===== src/rtl/hls_cdp_ocvt_pkg.sv =====
// Shared definitions for the CDP output-convert input skid buffers.
//   - skid_state_e : skid buffer occupancy (EMPTY/ONE/FULL); encoding 3 is
//                    unused and is treated as EMPTY by the decoder.
//   - CDP_OCVT_DW      : default payload width of chn_data_in.
//   - CDP_OCVT_PERF_CW : width of the optional starvation counter.
package hls_cdp_ocvt_pkg;

    typedef enum logic [1:0] {
        SKID_EMPTY = 2'd0,
        SKID_ONE   = 2'd1,
        SKID_FULL  = 2'd2
    } skid_state_e;

    localparam int CDP_OCVT_DW      = 16;
    localparam int CDP_OCVT_PERF_CW = 32;

endpackage


===== src/rtl/hls_cdp_ocvt_chn_data_in_skid.sv =====
// Two-entry registered skid buffer in front of the CDP output-convert core's
// chn_data_in wait-control. Converts the upstream valid/ready pipe into the
// core-side vd/ld handshake without a combinational ready path and without
// bubbles at full throughput. Standalone so it can be replicated per channel.
//
// Optional feature (macro HLS_CDP_OCVT_SKID_PERF_EN): adds skid_starve_cnt,
// a saturating count of cycles where the core strobes ld with no data.
//
// Ports:
//   nvdla_core_clk       in   clock, rising edge
//   nvdla_core_rst       in   asynchronous active-high reset
//   chn_data_in_vld      in   upstream valid
//   chn_data_in_rdy      out  upstream ready (registered)
//   chn_data_in_pd       in   upstream payload [DW]
//   chn_data_in_rsci_vd  out  core-side valid (head entry present)
//   chn_data_in_rsci_d   out  core-side payload (head entry) [DW]
//   chn_data_in_rsci_ld  in   core consume strobe
//   skid_starve_cnt      out  starvation counter [32] (feature only)
//
// state      | meaning
// SKID_EMPTY | no entries; main holds a stale value
// SKID_ONE   | head valid in main
// SKID_FULL  | head in main, second beat in skid; upstream stalled
module hls_cdp_ocvt_chn_data_in_skid
    import hls_cdp_ocvt_pkg::*;
#(
    parameter int DW = CDP_OCVT_DW
) (
    input  logic          nvdla_core_clk,
    input  logic          nvdla_core_rst,
    input  logic          chn_data_in_vld,
    output logic          chn_data_in_rdy,
    input  logic [DW-1:0] chn_data_in_pd,
    output logic          chn_data_in_rsci_vd,
    output logic [DW-1:0] chn_data_in_rsci_d,
    input  logic          chn_data_in_rsci_ld
`ifdef HLS_CDP_OCVT_SKID_PERF_EN
    ,
    output logic [CDP_OCVT_PERF_CW-1:0] skid_starve_cnt
`endif
);

    skid_state_e   state, next_state;
    logic [DW-1:0] main_q, skid_q;
    logic          rdy_q;
    logic          vd;
    logic          push, pop;
    logic          main_en, main_from_skid, skid_en;

    assign vd   = (state == SKID_ONE) || (state == SKID_FULL);
    assign push = chn_data_in_vld && rdy_q;
    assign pop  = chn_data_in_rsci_ld && vd;

    always_comb begin
        next_state     = state;
        main_en        = 1'b0;
        main_from_skid = 1'b0;
        skid_en        = 1'b0;
        case (state)
            SKID_ONE: begin
                if (push && !pop) begin
                    next_state = SKID_FULL;
                    skid_en    = 1'b1;
                end else if (push && pop) begin
                    main_en = 1'b1;
                end else if (pop) begin
                    next_state = SKID_EMPTY;
                end
            end
            SKID_FULL: begin
                // rdy is low here, so only a pop can happen
                if (pop) begin
                    next_state     = SKID_ONE;
                    main_en        = 1'b1;
                    main_from_skid = 1'b1;
                end
            end
            default: begin
                // SKID_EMPTY, and the unused encoding behaves the same way
                if (push) begin
                    next_state = SKID_ONE;
                    main_en    = 1'b1;
                end
            end
        endcase
    end

    always_ff @(posedge nvdla_core_clk or posedge nvdla_core_rst) begin
        if (nvdla_core_rst) begin
            state  <= SKID_EMPTY;
            rdy_q  <= 1'b1;
            main_q <= '0;
            skid_q <= '0;
        end else begin
            state <= next_state;
            // ready looks one cycle ahead so the upstream never sees a
            // combinational path from the core's ld
            rdy_q <= (next_state != SKID_FULL);
            if (main_en) begin
                main_q <= main_from_skid ? skid_q : chn_data_in_pd;
            end
            if (skid_en) begin
                skid_q <= chn_data_in_pd;
            end
        end
    end

    assign chn_data_in_rdy     = rdy_q;
    assign chn_data_in_rsci_vd = vd;
    assign chn_data_in_rsci_d  = main_q;

`ifdef HLS_CDP_OCVT_SKID_PERF_EN
    logic [CDP_OCVT_PERF_CW-1:0] starve_q;

    always_ff @(posedge nvdla_core_clk or posedge nvdla_core_rst) begin
        if (nvdla_core_rst) begin
            starve_q <= '0;
        end else if (chn_data_in_rsci_ld && !vd && (starve_q != '1)) begin
            starve_q <= starve_q + 1'b1;
        end
    end

    assign skid_starve_cnt = starve_q;
`endif

endmodule


===== config.mk =====
export PLATFORM = sky130hd
export DESIGN_NAME = hls_cdp_ocvt_chn_data_in_skid
export DESIGN_NICKNAME = d
export VERILOG_FILES = /design/src/rtl/hls_cdp_ocvt_pkg.sv /design/src/rtl/hls_cdp_ocvt_chn_data_in_skid.sv
export SDC_FILE = /design/constraint.sdc
export NUM_CORES = 1
export LEC_CHECK = 0
export BUFFER_PORTS_ARGS = -buffer_cell sky130_fd_sc_hd__buf_2
export CAP_MARGIN = 15
export CORE_MARGIN = 1.5
export CORE_UTILIZATION = 55
export CTS_BUF_LIST = sky130_fd_sc_hd__clkbuf_4
export CTS_CLUSTER_DIAMETER = 40
export DETAILED_ROUTE_END_ITERATION = 7
export PLACE_DENSITY = 0.81
export SLEW_MARGIN = 20
export SYNTH_ARGS = -nofsm -noshare
export SYNTH_HDL_FRONTEND = slang
export SYNTH_SLANG_ARGS = --single-unit

===== constraint.sdc =====
create_clock -name nvdla_core_clk -period 2.1 [get_ports nvdla_core_clk]
set_clock_uncertainty 0.2 [all_clocks]
set_input_delay 0.315 -clock nvdla_core_clk [delete_from_list [all_inputs] [get_ports nvdla_core_clk]]
set_output_delay 0.315 -clock nvdla_core_clk [all_outputs]
set_load 0.1 [all_outputs]

==> impl_metrics.json, run 1 <==
{
  "die_area_mm2": 0.003283,
  "ios": 38,
  "holdPathEnd": "skid_q[5]",
  "n_fill_cell": 184,
  "netlist_area_mm2": 0.001622,
  "rows": 19,
  "maxCapViolCount": 0,
  "grt_overflow": 0,
  "grt_pass1_vias": 1229,
  "clockRootBuffer": "clkbuf_4",
  "min_path_cells": 2,
  "finalCriticalPeriod_ns": 2.073,
  "core_mm2": 0.002781,
  "min_from": "chn_data_in_pd[5]",
  "reg2reg_slack_ns": 0.03,
  "setup_violations": 0,
  "grt_use_total_pct": 22.35,
  "synthFlopType": "dfrtp_1",
  "synth_top_area_share_pct": 52.47,
  "hold-worst-slack_ns": 0.009321,
  "synth_cell_types": 26,
  "timing.rr.start": "state[0]",
  "yosysMostFrequentCell": "dfrtp_1",
  "placed_cells": 198,
  "critPathKind": "reg -> reg",
  "drt_first_pass_iters": 4,
  "route.detailed.drc": 0,
  "seq_area_frac_synth_pct": 54.09,
  "stdcell_area_mm2": 0.002046,
  "finalHoldViolations": 0,
  "fmax_ghz": 0.4824,
  "n_antenna_cell": 0,
  "synth_cells": 131,
  "r2r_end": "skid_q[3]",
  "area_growth_pct": 26.16,
  "numPortBuffers": 37,
  "wire_per_inst_um": 16.79,
  "worstPathBufferInverterCount": 3,
  "initial_core_util_pct": 58.30,
  "ff_latch_area_um2": 880.8,
  "crit_top_cell": "buf_4",
  "grt.busiest_layer": "met2",
  "cp_slowest_stage_delay_ns": 0.38,
  "grt_max_degree": 36,
  "grt_antenna_before_repair": 0,
  "use_met1_pct": 25.42,
  "ys_warn_count": 0,
  "final-max-slew-violation-count": 0,
  "clk_pin_slew_worst_paths_ns": 0.12,
  "use_met3_pct": 7.256,
  "avgSynthCellArea_um2": 12.38,
  "reg2regPathDepth": 7,
  "critPathTopFamily": "buffers and inverters",
  "dieWidth_um": 57.30,
  "synth-edff-count": 0,
  "finalNonFillerCells": 214,
  "cp-end-kind": "register",
  "cts_buffer_depth": 2,
  "vias": 1177,
  "critPathLaunchType": "register",
  "async_flop_share_pct": 100.0,
  "crit_arrival_ns": 2.11,
  "cts_tree": "yes",
  "hold_path_class": "in -> reg",
  "cp_max_fo": 8,
  "slowest_stage": "dfrtp_1",
  "multi_input_area_um2": 689.4,
  "syn_nets": 153,
  "cts.sinks": 35,
  "finalNetCount": 204,
  "drt_iter0_drc": 43,
  "numCtsBuffers": 5,
  "path_cells": "inv_1 > ha_1 > buf_4 > nand2b_1 > and3_4 > buf_4 > mux2_4",
  "grt_pass1_wl_um": 5451,
  "drt_wl_total_um": 3593,
  "ys_ff_latch": 35,
  "required_ns": 2.14,
  "drive_gt1_share_pct": 42.08,
  "ys_top_cells_by_count": "dfrtp_1, a21oi_1, nor2_1",
  "yosys-top-cells-area": "dfrtp_1, mux2i_1, mux2_4",
  "grtUsageMet2_pct": 38.75,
  "globalplace.congestion": 0.7489,
  "min_period_over_period_pct": 98.71,
  "status": "completed",
  "final_util_pct": 73.55,
  "synth_area_leader_cell": "dfrtp_1",
  "die_h_um": 57.30,
  "viasPerCell": 5.500,
  "place_area_mm2": 0.001848,
  "dp.final_hpwl_um": 2222,
  "final_antenna_net_count": 0,
  "htreeDepth": 2,
  "insertion_delay_ns": 0.36,
  "worst_pin_slew_ns": 0.7256,
  "relSlewSlack_pct": 51.62
}
## placed cells by master (no fill, tap or decap), types with 3 or more instances in the layout
cell type / instances
buf_2: 36
mux2_2: 6
clkbuf_4: 5
inv_1: 3
dfrtp_1: 34
dlygate4sd3_1: 4
buf_4: 6
mux2_4: 10
a21oi_1: 17
mux2i_1: 15
nor2_1: 17
## how the worst max path moves through the flow
stage	slack, ns	cells past startpoint	to	startpoint
2_1_floorplan	0.08	5	skid_q[0]	chn_data_in_rdy
3_3_place_gp	-0.002	5	chn_data_in_rsci_d[0]	state[0]
3_5_place_dp	-0.15	5	chn_data_in_rsci_d[8]	state[0]
4_1_cts	0.04	6	skid_q[12]	state[1]
5_1_grt	-0.02	6	skid_q[3]	state[1]
6_report	0.03	7	skid_q[3]	state[0]
## flip-flops by register name, summed over array words and instances (netlist names)
name / flops
chn_data_in_rsci_d: 16
skid_q: 16
state: 2
chn_data_in_rdy: 1
## metal layers
layer	up-vias	part of all wire, %	routed length, um
li1	554	-	-
met1	575	41	1479
met2	37	51	1823
met3	11	5.4	193
met4	0	2.7	96
met5	-	0	0
## through the flow
step,setup WS (ns),setup TNS (ns)
6_report,0.02713,0
5_1_grt,-0.01860,-0.06016
4_1_cts,0.04033,0
3_5_place_dp,-0.1531,-1.937
3_3_place_gp,-0.002493,-0.004076
2_1_floorplan,0.07613,0
## kinds of logic after synthesis
| group | count (synthesis) | synth area share, % |
|---|---|---|
| AO/OA/AOI/OAI | 22 | 7.485 |
| XOR/XNOR | 1 | 0.5402 |
| adder cells (fa/ha/maj) | 2 | 1.543 |
| buffers and inverters | 11 | 4.938 |
| flip-flops | 35 | 54.09 |
| multiplexers | 32 | 23.30 |
| AND/OR/NAND/NOR | 28 | 8.103 |
## area by class of cell
cell class / count / area share [%]
inverter: 4 / 0.9174
clock buffer: 5 / 1.835
tap: 31 / 1.896
timing repair buffer: 50 / 16.70
sequential: 35 / 43.06
multi-input combinational: 86 / 33.70
clock inverter: 3 / 1.896
## repair_timing
| item | CTS | global route |
|---|---|---|
| cloned | 0 | 2 |
| buffers inserted | 1 | 1 |
| endpoints found under the setup margin | 29 | 11 |
| hold buffers | 4 | 0 |
| endpoints found under the hold margin | 37 | 0 |
| gates resized for setup | 3 | 4 |
Power of run 1 is not shown: default switching activity piles up to over one toggle a cycle in this logic, so the estimate is an artifact.
==> run 2, diff against run 1 <==
MAX_ROUTING_LAYER = met4   (was default)
==> run 2 against run 1 <==
First-iteration DRC count increased by 14%. Worst setup slack better by 0.0015 ns. Flip-flop and latch count unchanged. Critical path type unchanged.
==> impl_metrics.json, run 2 (synthesis gave the netlist of run 1 again) <==
{
  "status": "completed",
  "htreeDepth": 2,
  "r2r_end": "skid_q[3]",
  "initial_core_util_pct": 58.30,
  "relSlewSlack_pct": 51.33,
  "grt_max_degree": 36,
  "maxCapViolCount": 0,
  "numPortBuffers": 37,
  "final_util_pct": 73.55,
  "die_area_mm2": 0.003283,
  "cts_buffer_depth": 2,
  "startpoint": "state[1]",
  "cts.sinks": 35,
  "grt_antenna_before_repair": 0,
  "reg2reg_slack_ns": 0.03,
  "layout_common_cells": "buf_2, dfrtp_1, a21oi_1, nor2_1, mux2i_1",
  "clk_pin_slew_worst_paths_ns": 0.12,
  "drt_wl_total_um": 3595,
  "viasPerCell": 5.542,
  "min_period_over_period_pct": 98.63,
  "final-max-slew-violation-count": 0,
  "cp-endpoint": "skid_q[3]",
  "globalplace.congestion": 0.7585,
  "required_ns": 2.14,
  "setup_violations": 0,
  "cp-end-kind": "register",
  "dp.final_hpwl_um": 2222,
  "n_fill_cell": 184,
  "crit_arrival_ns": 2.11,
  "finalNonFillerCells": 214,
  "vias": 1186,
  "die_h_um": 57.30,
  "insertion_delay_ns": 0.35,
  "hold_path_class": "in -> reg",
  "drt_first_pass_iters": 4,
  "grt_use_total_pct": 23.05,
  "ios": 38,
  "wire_per_inst_um": 16.80,
  "area_growth_pct": 26.16,
  "critPathKind": "reg -> reg",
  "route.detailed.drc": 0,
  "fmax_ghz": 0.4828,
  "rows": 19,
  "drive_gt1_share_pct": 42.08,
  "fin_ws_ns": 0.02867,
  "numCtsBuffers": 5,
  "critPathLaunchType": "register",
  "timing.rr.start": "state[1]",
  "n_antenna_cell": 0,
  "cp_max_fo": 8,
  "drt_iter0_drc": 49,
  "finalNetCount": 204,
  "dpl_worst_slack_ns": -0.1531,
  "final_antenna_net_count": 0,
  "hold-worst-slack_ns": 0.01247,
  "core_mm2": 0.002781,
  "reg2regPathDepth": 6,
  "final_common_cell": "buf_2",
  "worst_pin_slew_ns": 0.7299,
  "finalCriticalPeriod_ns": 2.071,
  "grt_pass1_vias": 1233,
  "grt_overflow": 0,
  "cts_tree": "yes",
  "clockRootBuffer": "clkbuf_4",
  "dieWidth_um": 57.30,
  "grt_pass1_wl_um": 5451,
  "placed_cells": 198,
  "finalHoldViolations": 0
}
run 2: worst min-delay path by stage:
| stage | cells after the start | endpoint | startpoint |
|---|---|---|---|
| final | 2 | skid_q[5] | chn_data_in_pd[5] |
| after global routing | 2 | skid_q[5] | chn_data_in_pd[5] |
| after CTS | 2 | skid_q[0] | chn_data_in_pd[0] |
| after detailed placement | 3 | chn_data_in_rsci_d[0] | nvdla_core_rst |
| after global placement | 3 | chn_data_in_rsci_d[0] | nvdla_core_rst |
| after floorplan | 1 | skid_q[0] | chn_data_in_pd[0] |
run 2: final cells by class:
class                      count  area (um2)  area share [%]
inverter                       4       18.77          0.9174
tap                           31       38.79           1.896
clock inverter                 3       38.79           1.896
sequential                    35       880.8           43.06
multi-input combinational     86       689.4           33.70
clock buffer                   5       37.54           1.835
timing repair buffer          50       341.6           16.70
run 2: metal layers:
layer,part of all wire (%),track usage (%),vias to the layer above
met5,0,-,-
met4,2.7,9.302,0
met3,5.5,7.256,12
met2,51,38.75,41
met1,41,25.42,579
li1,-,-,554
run 2: timing repair:
item,CTS,global route
endpoints found under the setup margin,29,11
hold buffers,4,0
gates resized for setup,3,4
buffers inserted,1,1
hold endpoints to repair,37,0
gates cloned,0,2
run 2: stage by stage:
stage / setup TNS, ns / cell area, um2
2_1_floorplan: 0 / 1629
3_3_place_gp: -0.004076 / 1848
3_5_place_dp: -1.937 / 1848
4_1_cts: 0 / 1987
5_1_grt: -0.06023 / 2046
6_report: 0 / 2046
run 2: critical path, cell delays in order (launching register included):
cell	delay, ns
dfrtp_1	0.42
ha_1	0.31
buf_4	0.15
nand2b_1	0.14
and3_4	0.21
buf_4	0.21
mux2_4	0.32
Power of run 2 is left out for the same reason.
==> run 3, diff against run 2 <==
CORE_UTILIZATION = 50   (was 55)
PLACE_DENSITY = 0.78   (was 0.81)
SKIP_LAST_GASP = 1   (was default)
clock period = 1.9 ns   (was 2.1 ns; I/O delays follow)
==> run 3 against run 2 <==
Register-to-register slack about the same. Flip-flop and latch count unchanged. Worst setup slack worse by 0.0071 ns. Global-route usage down 2.5 points. Critical path depth down 3. Sequential share of layout area down 1.5 points. Clock-buffer cell count unchanged. Largest cell class unchanged.
==> impl_metrics.json, run 3 (synthesis gave the netlist of run 1 again) <==
{
  "grt_max_degree": 36,
  "fmax_ghz": 0.5324,
  "min_path_cells": 2,
  "numPortBuffers": 37,
  "clockRootBuffer": "clkbuf_4",
  "grt_pass1_vias": 1218,
  "min_from": "chn_data_in_pd[3]",
  "hold_path_class": "in -> reg",
  "n_fill_cell": 243,
  "crit_arrival_ns": 1.39,
  "layout_common_cells": "buf_2, dfrtp_1, a21oi_1",
  "numCtsBuffers": 5,
  "drt_first_pass_iters": 4,
  "area_growth_pct": 30.56,
  "place_area_mm2": 0.001894,
  "cp_slowest_stage_delay_ns": 0.43,
  "viasPerCell": 4.996,
  "initial_core_util_pct": 52.68,
  "cts_setup_buffers": 0,
  "critPathLaunchType": "register",
  "drive_gt1_share_pct": 39.06,
  "final_antenna_net_count": 0,
  "final_common_cell": "buf_2",
  "rsz0062_at_grt": "true",
  "dp.final_hpwl_um": 2262,
  "grt_pass1_wl_um": 5216,
  "clk_pin_slew_worst_paths_ns": 0.09,
  "critPathTopFamily": "flip-flops",
  "path_cells": "ha_4 > clkinvlp_4 > buf_12",
  "rows": 20,
  "finalHoldViolations": 0,
  "stdcell_area_mm2": 0.002117,
  "vias": 1179,
  "core_mm2": 0.003078,
  "cp_num_cells": 3,
  "ios": 38,
  "maxCapViolCount": 0,
  "drt_wl_total_um": 3176,
  "globalplace.congestion": 0.8030,
  "drt_iter0_drc": 49,
  "n_antenna_cell": 0,
  "ff_latch_area_um2": 880.8,
  "htreeDepth": 2,
  "final-max-slew-violation-count": 0,
  "finalNetCount": 214,
  "startpoint": "state[1]",
  "grt_antenna_before_repair": 0,
  "worst_pin_slew_ns": 0.4957,
  "relSlewSlack_pct": 67.18,
  "cts_tree": "yes",
  "required_ns": 1.41,
  "timing.rr.start": "state[1]",
  "finalCriticalPeriod_ns": 1.878,
  "dieWidth_um": 59.95,
  "cts.sinks": 35,
  "grt_use_total_pct": 20.56,
  "worstPathBufferInverterCount": 2,
  "multi_input_area_um2": 684.4,
  "insertion_delay_ns": 0.33,
  "cp-end-kind": "output pin",
  "cts_buffer_depth": 2,
  "wire_per_inst_um": 13.46,
  "critPathKind": "reg -> out",
  "setup_violations": 0,
  "cp_max_fo": 7,
  "route.detailed.drc": 0,
  "die_area_mm2": 0.003594,
  "min_period_over_period_pct": 98.87,
  "reg2regPathDepth": 5,
  "grt_overflow": 0,
  "status": "completed",
  "slowest_stage": "dfrtp_1",
  "die_h_um": 59.95
}
==> run 3: per-stage QoR <==
step                TNS, ns  cells  utilization (%)  hold WS (ns)  worst slack [ns]
floorplan            -1.244    131                -        0.2331           -0.1170
global placement          0    213            61.54        0.1948           0.07025
detailed placement        0    213            61.54        0.2027           0.03192
CTS                       0    236            68.25      0.004386           0.01586
global route        -0.2937    236            68.78      0.006024          -0.04249
finish                    0    236            68.78       0.02043           0.02156
==> run 3: layout make-up <==
class	instances	area share, %
clock inverter	2	0.4137
clock buffer	5	1.773
multi-input combinational	85	32.33
timing repair buffer	61	20.39
sequential	35	41.61
tap	44	2.600
inverter	4	0.8865
==> run 3: final timing paths <==
path                                              end  slack (ns)
worst min register to register             skid_q[14]        0.32
worst max-delay path              chn_data_in_rsci_vd        0.02
max in group asynchronous             chn_data_in_rdy        0.78
worst min-delay path                        skid_q[3]        0.02
worst max register to register             skid_q[11]        0.04
min in group asynchronous       chn_data_in_rsci_d[2]        0.38
==> run 3: what timing repair did <==
action	CTS	global route
endpoints found under the setup margin	0	17
hold endpoints to repair	49	0
hold buffers	16	0
resized for setup	0	4
==> run 3: worst reg2reg max path, delay by kind of cell, from the launching register on <==
kind / cells / cell delay [ns]
muxes: 1 / 0.35
and+or+nand+nor: 2 / 0.32
DFF: 1 / 0.43
buffers and inverters: 1 / 0.14
adders and majority gates: 1 / 0.32
==> run 3: layer usage <==
layer  part of all wire (%)  global-route usage (%)  wire length (um)
met5                      0                       -                 0
met4                   0.79                   6.667                25
met3                    4.2                   6.061               134
met2                     54                   34.94              1707
met1                     41                   23.12              1309
Power of run 3 is left out for the same reason.
